### src/rtl/mult_pkg.sv
// Shared widths and FSM encoding for the multiplier arbiter.
package mult_pkg;

  localparam int unsigned MUL_W  = 8;
  localparam int unsigned PROD_W = 16;

  typedef enum logic [1:0] {
    IDLE = 2'd0,
    MUL  = 2'd1,
    RESP = 2'd2
  } state_t;

endpackage

### src/rtl/array_multiplier.sv
// Combinational unsigned 8x8 shift-and-add array multiplier.
module array_multiplier (
  input  logic [7:0]  a,
  input  logic [7:0]  b,
  output logic [15:0] sum
);

  logic [15:0] acc;

  always_comb begin
    acc = '0;
    for (int i = 0; i < 8; i++) begin
      if (b[i]) acc = acc + (16'(a) << i);
    end
  end

  assign sum = acc;

endmodule

### src/rtl/rr_pick.sv
// Combinational round-robin picker: first set request at or above ptr, wrapping at NREQ.
module rr_pick #(
  parameter int unsigned NREQ = 4,
  parameter int unsigned IDW  = 2
) (
  input  logic [NREQ-1:0] req,
  input  logic [IDW-1:0]  ptr,
  output logic [NREQ-1:0] gnt,
  output logic [IDW-1:0]  gnt_idx,
  output logic            any
);

  always_comb begin
    int              idx;
    logic [IDW-1:0]  sel;
    gnt     = '0;
    gnt_idx = '0;
    any     = 1'b0;
    idx     = 0;
    sel     = '0;
    // Walk from the farthest candidate back to ptr so the nearest hit wins.
    for (int k = int'(NREQ) - 1; k >= 0; k--) begin
      idx = int'(ptr) + k;
      if (idx >= int'(NREQ)) idx = idx - int'(NREQ);
      sel = IDW'(idx);
      if (req[sel]) begin
        gnt     = NREQ'(1) << sel;
        gnt_idx = sel;
        any     = 1'b1;
      end
    end
  end

endmodule

### src/rtl/mult_arbiter.sv
// Round-robin sequencer sharing one combinational 8x8 multiplier among NREQ requesters.
module mult_arbiter
  import mult_pkg::*;
#(
  parameter int unsigned NREQ = 4,
  parameter int unsigned IDW  = 2
) (
  input  logic                   clk,
  input  logic                   rst_n,
  input  logic [NREQ-1:0]        req_valid,
  input  logic [NREQ*MUL_W-1:0]  req_a,
  input  logic [NREQ*MUL_W-1:0]  req_b,
  output logic [NREQ-1:0]        req_ready,
  output logic                   resp_valid,
  input  logic                   resp_ready,
  output logic [PROD_W-1:0]      resp_prod,
  output logic [IDW-1:0]         resp_id,
  output logic                   busy
);

  state_t              state;
  logic [IDW-1:0]      ptr;
  logic [MUL_W-1:0]    op_a;
  logic [MUL_W-1:0]    op_b;
  logic [IDW-1:0]      op_id;
  logic [PROD_W-1:0]   mul_sum;

  logic                resp_hs;
  logic                grant_ok;
  logic [IDW-1:0]      ptr_wrap;
  logic [IDW-1:0]      pick_ptr;
  logic [NREQ-1:0]     gnt;
  logic [IDW-1:0]      gnt_idx;
  logic                any;
  logic [MUL_W-1:0]    sel_a;
  logic [MUL_W-1:0]    sel_b;

  // The pointer update on a response handshake is visible to the same-cycle grant.
  assign resp_hs   = (state == RESP) && resp_ready;
  assign grant_ok  = (state == IDLE) || resp_hs;
  assign ptr_wrap  = (resp_id == IDW'(NREQ - 1)) ? '0 : resp_id + IDW'(1);
  assign pick_ptr  = resp_hs ? ptr_wrap : ptr;
  assign req_ready = grant_ok ? gnt : '0;

  rr_pick #(
    .NREQ (NREQ),
    .IDW  (IDW)
  ) u_pick (
    .req     (req_valid),
    .ptr     (pick_ptr),
    .gnt     (gnt),
    .gnt_idx (gnt_idx),
    .any     (any)
  );

  always_comb begin
    sel_a = '0;
    sel_b = '0;
    for (int i = 0; i < int'(NREQ); i++) begin
      if (gnt_idx == IDW'(i)) begin
        sel_a = req_a[i*MUL_W +: MUL_W];
        sel_b = req_b[i*MUL_W +: MUL_W];
      end
    end
  end

  array_multiplier u_mul (
    .a   (op_a),
    .b   (op_b),
    .sum (mul_sum)
  );

  always_ff @(posedge clk or negedge rst_n) begin
    if (!rst_n) begin
      state      <= IDLE;
      ptr        <= '0;
      op_a       <= '0;
      op_b       <= '0;
      op_id      <= '0;
      resp_valid <= 1'b0;
      resp_prod  <= '0;
      resp_id    <= '0;
      busy       <= 1'b0;
    end else begin
      case (state)
        IDLE: begin
          if (any) begin
            op_a  <= sel_a;
            op_b  <= sel_b;
            op_id <= gnt_idx;
            state <= MUL;
            busy  <= 1'b1;
          end
        end
        MUL: begin
          resp_prod  <= mul_sum;
          resp_id    <= op_id;
          resp_valid <= 1'b1;
          state      <= RESP;
        end
        RESP: begin
          if (resp_ready) begin
            resp_valid <= 1'b0;
            ptr        <= ptr_wrap;
            if (any) begin
              op_a  <= sel_a;
              op_b  <= sel_b;
              op_id <= gnt_idx;
              state <= MUL;
            end else begin
              state <= IDLE;
              busy  <= 1'b0;
            end
          end
        end
        default: begin
          state <= IDLE;
          busy  <= 1'b0;
        end
      endcase
    end
  end

endmodule
### config.mk
export PLATFORM = sky130hd
export DESIGN_NAME = mult_arbiter
export DESIGN_NICKNAME = d
export VERILOG_FILES = /design/src/rtl/mult_pkg.sv /design/src/rtl/array_multiplier.sv /design/src/rtl/rr_pick.sv /design/src/rtl/mult_arbiter.sv
export SDC_FILE = /design/constraint.sdc
export NUM_CORES = 1
export LEC_CHECK = 0
export ABC_AREA = 0
export CAP_MARGIN = 20
export CELL_PAD_IN_SITES_DETAIL_PLACEMENT = 2
export CELL_PAD_IN_SITES_GLOBAL_PLACEMENT = 2
export CORE_MARGIN = 2
export CORE_UTILIZATION = 29
export CTS_CLUSTER_SIZE = 12
export DETAILED_ROUTE_END_ITERATION = 10
export PLACE_DENSITY_LB_ADDON = 0.15
export SLEW_MARGIN = 40
export SYNTH_ARGS = -nofsm -noshare
export SYNTH_HDL_FRONTEND = slang
export SYNTH_SLANG_ARGS = --single-unit
### constraint.sdc
create_clock -name clk -period 7.7 [get_ports clk]
set_input_delay 1.155 -clock clk [delete_from_list [all_inputs] [get_ports clk]]
set_output_delay 1.155 -clock clk [all_outputs]
set_load 0.05 [all_outputs]
* Yosys cells after proc, flatten, opt, wreduce, memory -nomap -nowiden
Index checks and enable logic that the tools add are counted.
** Cells by class
- Muxes and demuxes :: 62
- Shift-type cells :: 4
- Eq/ne operators :: 9
- Bitwise operators :: 1
- $add $sub $neg :: 15
- Magnitude comparators :: 8
- Reductions and logical operators :: 11
** Operator list (number)
- two-way mux 16 bit :: 7
- two-way mux 8 bit :: 13
- case mux 8 bit (2 select lines) :: 2
- two-way mux 2 bit :: 14
- two-way mux 4 bit :: 5
- adder 16 x 10 -> 16 bit :: 1
- adder 16 x 11 -> 16 bit :: 1
- adder 16 x 12 -> 16 bit :: 1
- adder 16 x 13 -> 16 bit :: 1
- adder 16 x 14 -> 16 bit :: 1
- adder 16 x 15 -> 16 bit :: 1
- adder 16 x 9 -> 16 bit :: 1
- left shift 1 x 2 -> 4 bit, first input constant :: 4
- two-way mux 1 bit :: 13
- < comparator 2 x 3 -> 1 bit, second input constant :: 4
- greater-or-equal comparator 3 bit, second input constant :: 3
- binary-select mux 1 bit (select 2 bit) :: 4
- == test 2 bit, second input constant :: 4
- AND reduction 2 bit :: 4
- subtractor 2 x 1 -> 2 bit, second input constant :: 4
- adder 2 x 2 -> 3 bit, second input constant :: 2
- != test 2 bit, second input constant :: 3
- case mux 2 bit (3 select lines) :: 1
- == test 2 x 1 -> 1 bit, second input constant :: 2
- 12 further kinds :: 14
** Word-level totals
- Output and inout bits :: 24
- Input port bits :: 71
- Flip-flop bits (word level) :: 42

* Longest topological paths before layout
Gate-level depths: netlist (run 1).
- Word-level depth :: 20
- Mapped depth :: 46
- Mapped depth without buffers :: 45

* Hierarchy
From an unflattened synthesis (run 1), not the netlist that was laid out.
** Unflattened totals
- Cell total of the unflattened synthesis :: 639
- Area total of the unflattened synthesis :: 5869.4 sq um
** By module, submodules not included
- array_multiplier :: sequential area each 0.0 sq um, area an instance 3250.6 sq um, times used 1, cells each 454
- mult_arbiter :: sequential area each 1051.0 sq um, area an instance 2109.5 sq um, times used 1, cells each 124
- rr_pick :: sequential area each 0.0 sq um, area an instance 509.2 sq um, times used 1, cells each 61

* Worst setup path before layout (run 1)
No wires, ideal clock.
- Kind :: flip-flop to flip-flop
- From :: register op_b[0]
- To :: register resp_prod[13]
- Stages on the path, launching flop included :: 44
- Setup time :: 118 ps
- Data required time :: 7582 ps
- Data arrival time :: 8198 ps
- Slack :: -616 ps
- Clock period less this slack :: 8316 ps
- Path through :: dfrtp_1 -> clkbuf_1 -> and2_1 -> ha_1 -> fa_1 -> or2_2 -> a31oi_1 -> xnor2_1 -> mux2_2 -> ha_1 -> o21ai_0 -> o21bai_1 -> a21oi_1 -> xnor2_1 -> nor2_1 -> nor2_1 -> ha_1 -> nand3_1 -> [... 8 more ...] -> a21oi_1 -> xor2_1 -> mux2i_1 -> inv_1 -> ha_1 -> or4b_2 -> o21ai_0 -> a211o_1 -> ha_1 -> nor3_1 -> nor2_1 -> nand2_1 -> nand2_1 -> ha_1 -> a21oi_1 -> xnor2_1 -> o21ai_0 -> a21o_1
** Between the ends
- Longest elaborated chain between the ends :: 15
** RTL lines
- start, declared :: line mult_arbiter.sv:24 : logic [MUL_W-1:0] op_b;
- start signal, assigned :: line mult_arbiter.sv:89 : op_b <= sel_b;
- start signal, assigned :: line mult_arbiter.sv:107 : op_b <= sel_b;
- two-way mux 8 bit (*) :: line array_multiplier.sv:13 : if (b[i]) acc = acc + (16'(a) << i);
- adder 16 x 9 -> 16 bit :: line array_multiplier.sv:13
- two-way mux 16 bit (*) :: line array_multiplier.sv:13
- adder 16 x 10 -> 16 bit :: line array_multiplier.sv:13
- two-way mux 16 bit (*) :: line array_multiplier.sv:13
- adder 16 x 11 -> 16 bit :: line array_multiplier.sv:13
- two-way mux 16 bit (*) :: line array_multiplier.sv:13
- adder 16 x 12 -> 16 bit :: line array_multiplier.sv:13
- two-way mux 16 bit (*) :: line array_multiplier.sv:13
- adder 16 x 13 -> 16 bit :: line array_multiplier.sv:13
- two-way mux 16 bit (*) :: line array_multiplier.sv:13
- adder 16 x 14 -> 16 bit :: line array_multiplier.sv:13
- two-way mux 16 bit (*) :: line array_multiplier.sv:13
- adder 16 x 15 -> 16 bit :: line array_multiplier.sv:13
- two-way mux 16 bit (*) :: line array_multiplier.sv:13
- end signal, assigned :: line mult_arbiter.sv:96 : resp_prod <= mul_sum;
- end, declared :: line mult_arbiter.sv:16 : output logic [PROD_W-1:0] resp_prod,
Every way passes the cells marked *; elsewhere a longest branch is shown, timed or not.
A chain may end at the register's enable or synchronous reset.

* Worst setup path in the final report (run 1)
- From :: register op_a[1]
- To :: register resp_prod[12]
** Between the ends
- Longest elaborated chain between the ends :: 15
** RTL lines
- start, declared :: line mult_arbiter.sv:23 : logic [MUL_W-1:0] op_a;
- start signal, assigned :: line mult_arbiter.sv:88 : op_a <= sel_a;
- start signal, assigned :: line mult_arbiter.sv:106 : op_a <= sel_a;
- two-way mux 8 bit :: line array_multiplier.sv:13
- adder 16 x 9 -> 16 bit :: line array_multiplier.sv:13
- two-way mux 16 bit :: line array_multiplier.sv:13
- adder 16 x 10 -> 16 bit :: line array_multiplier.sv:13
- two-way mux 16 bit :: line array_multiplier.sv:13
- adder 16 x 11 -> 16 bit :: line array_multiplier.sv:13
- two-way mux 16 bit :: line array_multiplier.sv:13
- adder 16 x 12 -> 16 bit :: line array_multiplier.sv:13
- two-way mux 16 bit :: line array_multiplier.sv:13
- adder 16 x 13 -> 16 bit :: line array_multiplier.sv:13
- two-way mux 16 bit :: line array_multiplier.sv:13
- adder 16 x 14 -> 16 bit :: line array_multiplier.sv:13
- two-way mux 16 bit :: line array_multiplier.sv:13
- adder 16 x 15 -> 16 bit :: line array_multiplier.sv:13
- two-way mux 16 bit (*) :: line array_multiplier.sv:13
Marks and branches as above.

==> results.cfg, run 1 <==
[die]
die_area_um2 = 20400
ios = 95
initial_utilization_pct = 29.7
die_height_um = 143
core_um2 = 18800
die-width_um = 143
num_rows = 50

[routing]
post-route-drc-count = 0
wl_met3_um = 549
wl_per_cell_um = 24.0
top_layer_used = met4
viasPerCell = 5.37
ant_nets = 0
wl_met1_um = 11500
vias = 6330
dr.pass1.iters = 4
first_iter_violations = 234
wl_um = 28300
wl_met2_um = 15500

[yosys]
synth_edf_count = 0
synth_area_um2 = 5590
ys_warn_count = 0
synthesis.nets = 813
synth_top_family_by_area = compound AO/OA/AOI/OAI gates
netlist_top_cells_count = ha_1, nand2_1, nor2_1, a21oi_1, dfrtp_1
synthMuxAreaShare_pct = 7.43
synth-main-ff-cell = dfrtp_1
synthSimpleGateAreaFrac_pct = 16.0
synth_area_per_cell_um2 = 8.35
synth_compound_area_share_pct = 30.6
yosys.area.top_type = dfrtp_1
seq_area_frac_synth_pct = 18.8
synth_xor_area_share_pct = 4.55
syn_inst = 669
ys_seq_elements = 42
synthArstFlopShare_pct = 100
synth.area.top_cells = dfrtp_1, ha_1, mux2i_1
synthDistinctLibCells = 71
synth-adder-area-share_pct = 17.3
yosysTopAreaCellShare_pct = 18.8

[timing]
worst_slew_pin_slew_ns = 0.909
rsz0062_at_grt = yes
drv_slew = 0
period_share_pct = 111
clock.fmax_mhz = 116
finClkSkew_ns = 0.00629
tns_ns = -4.75
layout_min_cycle_time_ns = 8.58
worst_slack_ns = -0.884
hold_violations = 0
max-slew-margin-rel_pct = 39.4
setup_viol = 8

[setup_path]
start_kind = flop
r2r_cells = 43
crit_required_ns = 7.88
cp_top_family = compound AO/OA/AOI/OAI gates
slowest_stage = or3_4
cpPeakStageDelay_ns = 0.42
critical_path_buf_inv_count = 2
cp.arrival_ns = 8.76
crit_type = flop to flop
critPathMaxFanout = 3
cp-end-kind = flop
critical_path_depth = 43

[finish]
fin_area_um2 = 9110
antenna_cells = 0
final_util_pct = 48.4
area_growth_pct = 63.0
drive_gt1_share_pct = 39.5
stdcell_count = 1178
layout.nets = 1061

[run_status]
violations = setup timing
outcome = finished, violations left

[grt]
track_usage_pct = 24.4
gr-total-overflow = 0
grt_max_degree = 43
grt_pass1_vias = 7174
antenna_found_initial = 0
grt_pass1_wl_um = 38700

[clock_tree]
cts_root_buffer = clkbuf_16
clock_latency_ns = 0.31
clock_path_buffers = 2
cts_tree = done
hold_buffers = 0
path_clk_slew_ns = 0.07
numCtsBuffers = 5
htreeDepth = 2
cts.sinks = 42

[place]
portBuffers = 94
place_congestion = 0.823
dpl.hpwl_um = 18300
dp.cells = 1107
dpl_cell_area_um2 = 7690

[job]
drv_cap = 0

[worst_hold_path]
hp-class = flop to flop
min_path_cells = 2
==> through the flow <==
step | hold WS [ns] | setup slack, ns
6_report | 0.487 | -0.884
5_1_grt | 0.516 | -1.24
4_1_cts | 0.486 | -0.600
3_5_place_dp | 0.477 | -1.00
3_3_place_gp | 0.455 | -0.707
2_1_floorplan | 0.439 | -0.0664
==> layout make-up <==
| class | count | area (um2) |
|---|---|---|
| Inverter | 39 | 149 |
| Multi-Input combinational cell | 563 | 5170 |
| Timing Repair Buffer | 266 | 2260 |
| Fill cell | 2017 | 9720 |
| Tap cell | 260 | 325 |
| Clock buffer | 6 | 139 |
| Clock inverter | 2 | 12.5 |
| Sequential cell | 42 | 1050 |
==> tightest hold or removal path: stages, from the launching register on <==
cell,delay (ns)
dfrtp_1,0.35
nand2_1,0.05
nand2_1,0.05
==> per-layer routing <==
layer | up-vias | GRT usage (%)
met4 | 0 | 6.31
met3 | 47 | 2.38
met1 | 3222 | 29.0
met2 | 116 | 46.7
met5 | - | 0
li1 | 2945 | -
==> cell usage in the layout (no fill, tap or decap), drive strengths merged, types with 3 or more instances in the layout <==
master / n
xor2: 10
nor2: 62
a211o: 4
mux2: 5
a221oi: 13
buf: 173
clkinv: 3
mux2i: 32
clkdlybuf4s50: 93
a21o: 15
o21ai: 42
nor3: 6
o21a: 12
and3: 3
a31oi: 6
o211ai: 6
nand2b: 5
a21oi: 47
nand3b: 4
ha: 66
a211oi: 30
fa: 7
or2: 4
xnor2: 19
a21boi: 17
o21bai: 6
o31a: 6
and2: 10
dfrtp: 42
inv: 37
nor2b: 13
clkbuf: 6
nand3: 11
o31ai: 8
nand2: 66
==> state kept, by name, indices dropped and copies added (netlist names) <==
signal and cells:
resp_prod 16, op_a 8, op_b 8, op_id 2
ptr 2, resp_id 2, state 2, busy 1
resp_valid 1
==> logic make-up after synthesis <==
group,count (synthesis)
buffers and inverters,64
flip-flops,42
AND/OR/NAND/NOR,192
XOR/XNOR,29
AO/OA/AOI/OAI,231
multiplexers,38
adder cells (fa/ha/maj),73
==> worst paths after layout <==
check,end,startpoint,slack (ns)
max reg2reg,resp_prod[12],op_a[1],-0.88
max,resp_prod[12],op_a[1],-0.88
min in group asynchronous,resp_prod[11],rst_n,0.92
max in group asynchronous,op_a[1],rst_n,6.32
min,resp_prod[0],resp_prod[0],0.49
min reg2reg,resp_prod[0],resp_prod[0],0.49
==> what timing repair did <==
item                                    4_1_cts  5_1_grt
setup buffers                                34       31
endpoints found under the setup margin        7        9
gates resized for setup                      76       86
pin swaps                                    55       68
Power of run 1 is left out: the tool's default activity adds up to more than one toggle a clock period on the data nets, which glitch-free logic cannot reach.
==> run 2: changes to the inputs <==
--- a/config.mk
+++ b/config.mk
@@ -14,6 +14,7 @@
 export CTS_CLUSTER_SIZE = 12
 export DETAILED_ROUTE_END_ITERATION = 10
 export PLACE_DENSITY_LB_ADDON = 0.15
+export SETUP_SLACK_MARGIN = 0.1
 export SLEW_MARGIN = 40
 export SYNTH_ARGS = -nofsm -noshare
 export SYNTH_HDL_FRONTEND = slang
==> run 2 against run 1 <==
The flow still finishes with violations (setup timing). Critical path depth fell by 1. Utilization decreased by 0.50 points. Final cell count fell by 0.93%. Largest cell class unchanged. Non-clock buffer count decreased by 11.
==> results.cfg, run 2 (same netlist as run 1, synthesis figures left out) <==
[timing]
drv_slew = 0
period_share_pct = 110
max-slew-margin-rel_pct = 40.9
clock.fmax_mhz = 119
setup_viol = 7
finClkSkew_ns = 0.0121
worst_slack_ns = -0.737
rsz0062_at_grt = yes
hold_violations = 0
layout_min_cycle_time_ns = 8.44
worst_slew_pin_slew_ns = 0.886

[clock_tree]
cts_root_buffer = clkbuf_16
htreeDepth = 2
clock_latency_ns = 0.30
cts_tree = done
clock_path_buffers = 2
path_clk_slew_ns = 0.07
cts.sinks = 42
numCtsBuffers = 5
hold_buffers = 0

[place]
place_congestion = 0.835
portBuffers = 94
dpl.hpwl_um = 18400
post-place-ws_ns = -0.967

[run_status]
outcome = finished, violations left
violations = setup timing

[worst_hold_path]
hold_start = op_id[1]
min_path_cells = 2
hp-class = flop to flop
whs_endpoint = resp_id[1]

[setup_path]
cp-end-kind = flop
crit_required_ns = 7.89
crit_type = flop to flop
r2r-end = resp_prod[14]
r2r_cells = 42
cp.arrival_ns = 8.62
timing.critical_path.mode_cell = ha_4
critPathMaxFanout = 5
slowest_stage = dfrtp_2
timing.rr.start = op_a[1]
cpPeakStageDelay_ns = 0.40
r2r_slack_ns = -0.74
start_kind = flop

[die]
ios = 95
initial_utilization_pct = 29.7
die_height_um = 143
die-width_um = 143
num_rows = 50
die_area_um2 = 20400
core_um2 = 18800

[grt]
track_usage_pct = 23.8
grt_pass1_vias = 6847
gr-total-overflow = 0
antenna_found_initial = 0
grt_max_degree = 43
grt_pass1_wl_um = 37700

[routing]
wl_per_cell_um = 22.4
dr.pass1.iters = 4
wl_um = 26200
vias = 6177
first_iter_violations = 164
viasPerCell = 5.29
ant_nets = 0
post-route-drc-count = 0

[finish]
final_common_cell = buf_4
largestRegisters = resp_prod (16), op_a (8), op_b (8)
antenna_cells = 0
largest-register = resp_prod
layout.nets = 1050
largest_reg_flops = 16
area_growth_pct = 61.3
final_cell_mix = buf_4, clkdlybuf4s50_1, nand2_1
drive_gt1_share_pct = 37.9

[job]
drv_cap = 0
-- run 2: changes by cell type in the layout (fill, tap and decap cells not counted), sizes merged --
cell    previous run  this run
clkinv             3         2
buf              173       162
bufinv             0         1
-- run 2: per-layer routing --
metal	global-route usage, %	up-vias	share of wire [%]
met2	46.0	90	54
met3	2.01	39	1.8
met4	5.00	0	2.4
met5	0	-	0
met1	28.6	3132	42
li1	-	2916	-
-- run 2: per-stage QoR --
step | setup TNS (ns) | std cells | utilization (%) | hold WS (ns) | cell area (um2)
final | -3.88 | 1167 | 47.9 | 0.473 | 9010
after global routing | -6.72 | 1167 | 47.9 | 0.516 | 9010
after CTS | -2.73 | 1139 | 44.7 | 0.491 | 8410
after detailed placement | -5.56 | 1107 | 40.8 | 0.478 | 7690
after global placement | -3.61 | 1107 | 40.8 | 0.451 | 7680
after floorplan | -0.126 | 669 | - | 0.439 | 5760
-- run 2: worst max path at each step --
stage | startpoint | slack, ns | depth (start not counted) | to
detailed placement | op_b[0] | -0.97 | 42 | resp_prod[15]
floorplan | op_b[0] | -0.07 | 39 | resp_prod[14]
global route | op_b[0] | -1.15 | 47 | resp_prod[13]
CTS | op_b[0] | -0.53 | 42 | resp_prod[14]
finish | op_a[1] | -0.74 | 42 | resp_prod[14]
global placement | op_a[1] | -0.69 | 43 | resp_prod[14]
-- run 2: repair_timing --
action / 4_1_cts / 5_1_grt
setup buffers: 24 / 28
pin swaps: 59 / 68
gates resized for setup: 79 / 75
endpoints found under the setup margin: 8 / 9
-- run 2: worst max-delay path, delay by kind of cell (launching register included) --
family | cells | cell delay [ns]
AO/OA/AOI/OAI | 14 | 2.08
flip-flops | 1 | 0.40
buffers and inverters | 4 | 0.53
AND/OR/NAND/NOR | 7 | 1.15
adder cells (fa/ha/maj) | 8 | 2.41
multiplexers | 3 | 0.83
XOR/XNOR | 6 | 0.90
-- run 2: final cells by class --
class                           instances  area (um2)
Timing Repair Buffer                  255        2180
Multi-Input combinational cell        563        5150
Inverter                               39         149
Sequential cell                        42        1050
Tap cell                              260         325
Fill cell                            2021        9820
Clock inverter                          2        37.5
Clock buffer                            6         129
Power of run 2 is left out for the same reason.
==> run 3: changes to the inputs <==
--- a/config.mk
+++ b/config.mk
@@ -15,7 +15,7 @@
 export DETAILED_ROUTE_END_ITERATION = 10
 export PLACE_DENSITY_LB_ADDON = 0.15
 export SETUP_SLACK_MARGIN = 0.1
-export SLEW_MARGIN = 40
+export SLEW_MARGIN = 10
 export SYNTH_ARGS = -nofsm -noshare
 export SYNTH_HDL_FRONTEND = slang
 export SYNTH_SLANG_ARGS = --single-unit
==> run 3 against run 2 <==
The flow still finishes with violations (setup timing). Clock skew fell by 0.0010 ns. Final cell count fell by 0.34%. Global-route usage rose by 0.36 points. Register-to-register slack improved by 0.07 ns. Critical path type unchanged. Largest cell class unchanged.
==> results.cfg, run 3 (same netlist as run 1, synthesis figures left out) <==
[timing]
hold_violations = 0
period_share_pct = 109
drv_slew = 0
worst_slew_pin_slew_ns = 0.899
layout_min_cycle_time_ns = 8.37
clock.fmax_mhz = 119
setup_viol = 6
max-slew-margin-rel_pct = 38.3
finClkSkew_ns = 0.0111
rsz0062_at_grt = yes
worst_slack_ns = -0.671

[setup_path]
cp-end-kind = flop
cp_top_family = compound AO/OA/AOI/OAI gates
start_kind = flop
crit_type = flop to flop
critPathMaxFanout = 5
critical_path_depth = 44
r2r_cells = 44
r2r_slack_ns = -0.67
timing.rr.start = op_a[1]
r2r-end = resp_prod[13]
timing.critical_path.mode_cell = ha_4
slowest_stage = dfrtp_2
crit_required_ns = 7.90
cpPeakStageDelay_ns = 0.40
critical_path_buf_inv_count = 4
cp.arrival_ns = 8.57

[die]
die-width_um = 143
initial_utilization_pct = 29.7
die_height_um = 143
die_area_um2 = 20400
core_um2 = 18800
ios = 95
num_rows = 50

[job]
drv_cap = 0

[worst_hold_path]
whs_endpoint = resp_prod[0]
hp-class = flop to flop
hold_start = resp_prod[0]
min_path_cells = 2

[grt]
grt_pass1_wl_um = 38400
grt_max_degree = 43
gr-total-overflow = 0
grt_pass1_vias = 6962
track_usage_pct = 24.2
antenna_found_initial = 0

[routing]
first_iter_violations = 187
wl_um = 27400
post-route-drc-count = 0
viasPerCell = 5.39
vias = 6267
wl_per_cell_um = 23.6
ant_nets = 0
dr.pass1.iters = 4

[finish]
largest_reg_flops = 16
largest-register = resp_prod
final.fill_count = 2000
layout.nets = 1046
largestRegisters = resp_prod (16), op_a (8), op_b (8)
area_growth_pct = 60.2
final_common_cell = buf_4
antenna_cells = 0
drive_gt1_share_pct = 37.1
fin_area_um2 = 8950
final_cell_mix = buf_4, clkdlybuf4s50_1, nand2_1

[clock_tree]
cts_tree = done
hold_buffers = 0
clock_path_buffers = 2
clock_latency_ns = 0.30
htreeDepth = 2
cts.sinks = 42
numCtsBuffers = 5
cts_root_buffer = clkbuf_16
path_clk_slew_ns = 0.07

[run_status]
outcome = finished, violations left
violations = setup timing

[place]
place_congestion = 0.835
post-place-ws_ns = -0.993
dpl.hpwl_um = 18400
dpl_cell_area_um2 = 7680
portBuffers = 94
## run 3: worst reg2reg max path: cells and delay by family, from the launching register on
| kind | cells | cell delay [ns] |
|---|---|---|
| xor+xnor | 6 | 0.95 |
| buf+inv | 4 | 0.41 |
| fa+ha+maj | 8 | 2.28 |
| mux | 1 | 0.28 |
| simple gates | 9 | 1.34 |
| compound gates | 16 | 2.58 |
| flops | 1 | 0.40 |
## run 3: repair_timing
| action | in CTS | in global routing |
|---|---|---|
| setup buffers | 26 | 23 |
| gates resized for setup | 75 | 72 |
| setup endpoints to repair | 8 | 8 |
| pin swaps | 70 | 67 |
## run 3: per-stage QoR
| step | instances | hold slack (ns) | utilization (%) | setup TNS [ns] |
|---|---|---|---|---|
| 6_report | 1163 | 0.489 | 47.5 | -3.73 |
| 5_1_grt | 1163 | 0.527 | 47.5 | -6.91 |
| 4_1_cts | 1139 | 0.482 | 44.5 | -2.69 |
| 3_5_place_dp | 1107 | 0.478 | 40.8 | -5.74 |
| 3_3_place_gp | 1107 | 0.451 | 40.8 | -3.61 |
| 2_1_floorplan | 669 | 0.439 | - | -0.126 |
## run 3: final cells by class
cell class / count / area, um2 / share of cell area [%]
Clock inverter: 2 / 37.5 / 0.419
Clock buffer: 6 / 129 / 1.44
Multi-Input combinational cell: 563 / 5120 / 57.2
Sequential cell: 42 / 1050 / 11.8
Timing Repair Buffer: 251 / 2140 / 23.9
Tap cell: 260 / 325 / 3.63
Inverter: 39 / 149 / 1.66
## run 3: routing by layer
layer,global-route usage [%],vias up,wire length [um]
met4,4.22,0,687
met5,0,-,0
met3,2.35,45,601
met1,29.2,3199,11200
li1,-,2922,-
met2,46.7,101,14900
## run 3: how the worst max path moves through the flow
stage	from	endpoint	slack, ns
global placement	op_a[1]	resp_prod[14]	-0.69
detailed placement	op_b[0]	resp_prod[14]	-0.99
global route	op_b[0]	resp_prod[13]	-1.13
finish	op_a[1]	resp_prod[13]	-0.67
floorplan	op_b[0]	resp_prod[14]	-0.07
CTS	op_a[1]	resp_prod[14]	-0.54
Power of run 3 is left out for the same reason.
